## config.mk

```make
export PLATFORM = sky130hd
export DESIGN_NAME = seq_divider
export DESIGN_NICKNAME = d
export VERILOG_FILES = /design/src/rtl/seq_divider.sv
export SDC_FILE = /design/constraint.sdc
export NUM_CORES = 1
export LEC_CHECK = 0
export ABC_AREA = 1
export BUFFER_PORTS_ARGS = -buffer_cell sky130_fd_sc_hd__buf_4
export CAP_MARGIN = 15
export CORE_UTILIZATION = 63
export DETAILED_ROUTE_END_ITERATION = 10
export GPL_ROUTABILITY_DRIVEN = 0
export PLACE_DENSITY_LB_ADDON = 0.25
export SYNTH_ARGS = -nofsm -noshare
export SYNTH_HDL_FRONTEND = slang
export SYNTH_SLANG_ARGS = --single-unit
```

## constraint.sdc

```tcl
create_clock -name clk -period 4.06 [get_ports clk]
set_input_delay 0.203 -clock clk [delete_from_list [all_inputs] [get_ports clk]]
set_output_delay 0.203 -clock clk [all_outputs]
set_load 0.05 [all_outputs]
```

## src/rtl/seq_divider.sv

```systemverilog
// Sequential restoring divider: one quotient bit per clock, MSB first.
// Zero divisor completes in one edge with an all-ones quotient.
module seq_divider #(
   parameter int DATA_WIDTH = 32
) (
   input  logic                  clk,
   input  logic                  rst,
   input  logic                  start,
   input  logic [DATA_WIDTH-1:0] dividend,
   input  logic [DATA_WIDTH-1:0] divisor,
   output logic [DATA_WIDTH-1:0] quotient,
   output logic [DATA_WIDTH-1:0] remainder,
   output logic                  busy,
   output logic                  done,
   output logic                  div_by_zero
);

   localparam int W  = DATA_WIDTH;
   localparam int CW = $clog2(DATA_WIDTH);

   typedef enum logic [1:0] {
      IDLE = 2'd0,
      CALC = 2'd1,
      DONE = 2'd2
   } state_t;

   state_t         state;
   state_t         state_nx;
   logic [W-1:0]   dvs;
   logic [W-1:0]   rem;
   logic [W-1:0]   quo_sh;
   logic [CW-1:0]  cnt;
   logic [W:0]     trial;
   logic [W:0]     diff;
   logic           fits;
   logic [W-1:0]   rem_step;
   logic [W-1:0]   quo_step;
   logic           last;

   // Partial remainder is W+1 bits; diff's top bit is the borrow.
   always_comb begin
      trial    = {rem, quo_sh[W-1]};
      diff     = trial - {1'b0, dvs};
      fits     = ~diff[W];
      rem_step = fits ? diff[W-1:0] : trial[W-1:0];
      quo_step = {quo_sh[W-2:0], fits};
      last     = (cnt == CW'(W - 1));
   end

   always_comb begin
      state_nx = state;
      unique case (state)
         IDLE: if (start) state_nx = (divisor == '0) ? DONE : CALC;
         CALC: if (last) state_nx = DONE;
         DONE: state_nx = IDLE;
         default: state_nx = IDLE;
      endcase
   end

   always_ff @(posedge clk) begin
      if (rst) begin
         state       <= IDLE;
         dvs         <= '0;
         rem         <= '0;
         quo_sh      <= '0;
         cnt         <= '0;
         quotient    <= '0;
         remainder   <= '0;
         busy        <= 1'b0;
         done        <= 1'b0;
         div_by_zero <= 1'b0;
      end else begin
         state <= state_nx;
         done  <= 1'b0;
         unique case (state)
            IDLE: begin
               if (start) begin
                  dvs    <= divisor;
                  quo_sh <= dividend;
                  rem    <= '0;
                  cnt    <= '0;
                  if (divisor == '0) begin
                     quotient    <= '1;
                     remainder   <= dividend;
                     div_by_zero <= 1'b1;
                     done        <= 1'b1;
                  end else begin
                     busy <= 1'b1;
                  end
               end
            end
            CALC: begin
               rem    <= rem_step;
               quo_sh <= quo_step;
               cnt    <= cnt + CW'(1);
               if (last) begin
                  quotient    <= quo_step;
                  remainder   <= rem_step;
                  div_by_zero <= 1'b0;
                  busy        <= 1'b0;
                  done        <= 1'b1;
               end
            end
            default: ;
         endcase
      end
   end

endmodule
```

==> flow_summary.toml <==
[outcome]
status = "complete, no violations"

[global_route]
first_global_vias = 9430
grt_max_degree = 98
antenna_found_initial = 0
grt_util_met1_pct = 42.3
grt_pass1_wl_microns = 45000
grtUsageMet2_pct = 59.4
grt.total_usage_pct = 34.4
globalRouteOverflowTotal = 0
grt_use_met3_pct = 4.20
grt-busiest-layer = "met2"

[logic_synthesis]
syn-mean-instance-area_sq_um = 6.39
synth_fp_nets = 1689
yosysWarnings = 0
synth_area_sq_mm = 0.0101
synth.yosys.seq_area_share_pct = 33.6
ys_seq_elements = 170
syn-instance-count = 1587
synth_edf_count = 0
yosys_most_used_dff = "dfxtp_1"
ys_types = 36
synthArstFlopShare_pct = 0

[floorplan]
die_w_microns = 129
coreArea_sq_mm = 0.0158
die_h_microns = 129
rows = 46
ioPinCount = 134
die-area_sq_mm = 0.0166
start_util_pct = 64.3

[setup_path]
end_kind = "flop"
arrival_ns = 3.11
required_ns = 4.43
startpoint_type = "flop"
path_class = "reg -> reg"
crit_fanout = 33

[power_and_ir_drop]
leakagePower_nw = 6.01
power_density_mw_per_mm2 = 369
ir_drop_v = 0.000362
p_sw_mw = 1.31
clkPwrFrac_pct = 41.8
seqPwrFrac_pct = 41.0
p_sw_share_pct = 30.2
p_comb_share_pct = 17.3
internal-power_mw = 3.02

[route]
drtIter0Drc = 935
wl_per_cell_microns = 14.6
drc = 0
detail-route-antenna-nets = 0
vias = 10400
dr.pass1.iters = 9
drt-vias-per-instance = 5.47
wirelength_microns = 27800

[clock_network]
htree_num_levels = 4
hold_buffers = 0
cts_setup_buffers = 0
clkSinkCount = 170
cts_tree = "done"
clk_pin_slew_worst_paths_ns = 0.07
clockRootBuffer = "clkbuf_16"
cts_inserted_buffers = 17
clockBufferDepth = 2
clk_latency_ns = 0.43
cts_resized = 0

[layout]
drive_gt1_share_pct = 14.8
area_delta_synth_final_pct = 16.0
final_nets = 1773
antenna_cells = 0

[worst_hold_path]
hold_path.class = "in -> reg"

[timing]
timing.final.crit_share_pct = 67.4
fin_crit_ns = 2.74
setup_viol = 0
relSlewSlack_pct = 28.6
max_freq_mhz = 365
worst_slack_ns = 1.32
tns_ns = 0
rsz0062_at_grt = "false"
fin_worst_skew_ns = 0.0124
hold_violations = 0
maxSlewViolCount = 0
tightest_slew_ns = 1.07

[placement]
portBuffers = 133
dp_hpwl_microns = 19500
pre_cts_ws_ns = 1.34

[flow_run]
drv_cap = 0
[cells in the mapped netlist (all sizes together), types with 10 or more instances]
library cell    n  area share [%]
nor3           10            0.54
a21oi         118             5.8
nand3         159              10
dfxtp         170              34
xor2           14             1.2
o21ai          95             4.7
nand2         474              18
a31oi          32             2.0
nor2          131             5.0
ha             34             4.2
clkbuf         53             2.0
buf            22             1.9
inv           252             9.3
[through the flow]
stage	total power, mW	instances	hold WS [ns]	area, sq um	util, %
after detailed placement	2.53	1868	0.455	11100	70.4
after global routing	4.49	1900	0.0514	11800	74.6
after CTS	4.32	1900	0.0460	11800	74.6
after floorplan	2.33	1587	0.355	10100	-
final	4.33	1900	0.0493	11800	74.6
after global placement	2.52	1868	0.447	11100	70.4
[cells in the final DEF (no fill, tap or decap), types with 9 or more instances in the layout]
cell and count:
clkbuf_16 17, nor2_1 123, nor3_1 9, inv_1 243
inv_2 9, nand2_1 463, o21ai_0 87, buf_4 139
a21oi_1 117, nand2_2 9, nand3_1 110, nand3_2 49
a31oi_1 32, xor2_1 14, ha_1 34, dfxtp_1 170
[path summary, 6_finish.rpt]
kind | cells after the start | slack [ns] | end | startpoint
setup reg to reg | 18 | 1.32 | rem[26] | quo_sh[31]
setup / recovery | 18 | 1.32 | rem[26] | quo_sh[31]
hold reg to reg | 2 | 0.46 | dvs[7] | dvs[7]
hold / removal | 3 | 0.05 | quo_sh[3] | dividend[3]
[critical path: stages, from the launching register on]
cell,delay (ns)
dfxtp_1,0.37
inv_1,0.06
ha_1,0.21
fa_1,0.41
inv_1,0.09
nand2_1,0.05
nand2_1,0.07
nand3_1,0.06
nand2_1,0.13
nand2_1,0.08
nand2_2,0.09
nand2_2,0.07
nand2_2,0.08
nand2_2,0.06
nand2_4,0.42
nand3_1,0.19
nand3_1,0.14
nand2_1,0.06
inv_1,0.05
[state kept, by name, indices dropped and copies added (netlist names)]
signal and flops:
quo_sh 32, busy 1, done 1, quotient 32, state 2, dvs 32, remainder 32, div_by_zero 1
cnt 5, rem 32
[per-layer routing]
layer | routed length (microns) | vias up
met1 | 11300 | 4621
met4 | 1310 | 0
met3 | 1930 | 100
met2 | 13200 | 497
li1 | - | 5167
met5 | 0 | -
[power by group through the flow]
| stage | sequential, mW | clock, mW | combinational [mW] |
|---|---|---|---|
| global placement | 1.81 | 0 | 0.711 |
| global route | 1.78 | 1.89 | 0.828 |
| detailed placement | 1.81 | 0 | 0.725 |
| floorplan | 1.80 | 0 | 0.533 |
| CTS | 1.77 | 1.81 | 0.735 |
| finish | 1.78 | 1.81 | 0.748 |
[area by class of cell]
cell class,count,area [sq um]
Clock buffer,18,429
Clock inverter,14,225
Fill cell,1307,4010
Inverter,253,950
Multi-Input combinational cell,1089,5420
Sequential cell,170,3400
Tap cell,216,270
Timing Repair Buffer,140,1060
[cell families (layout without fill, tap and decap cells)]
logic type	after synthesis	in the layout	share of synthesized area, %
buffers and inverters	328	425	13.2
XOR/XNOR	15	15	1.30
AND/OR/NAND/NOR	788	788	34.6
flip-flops	170	170	33.6
AO/OA/AOI/OAI	251	251	12.9
adder cells (fa/ha/maj)	35	35	4.39
Power figures use the tool's default switching activity.
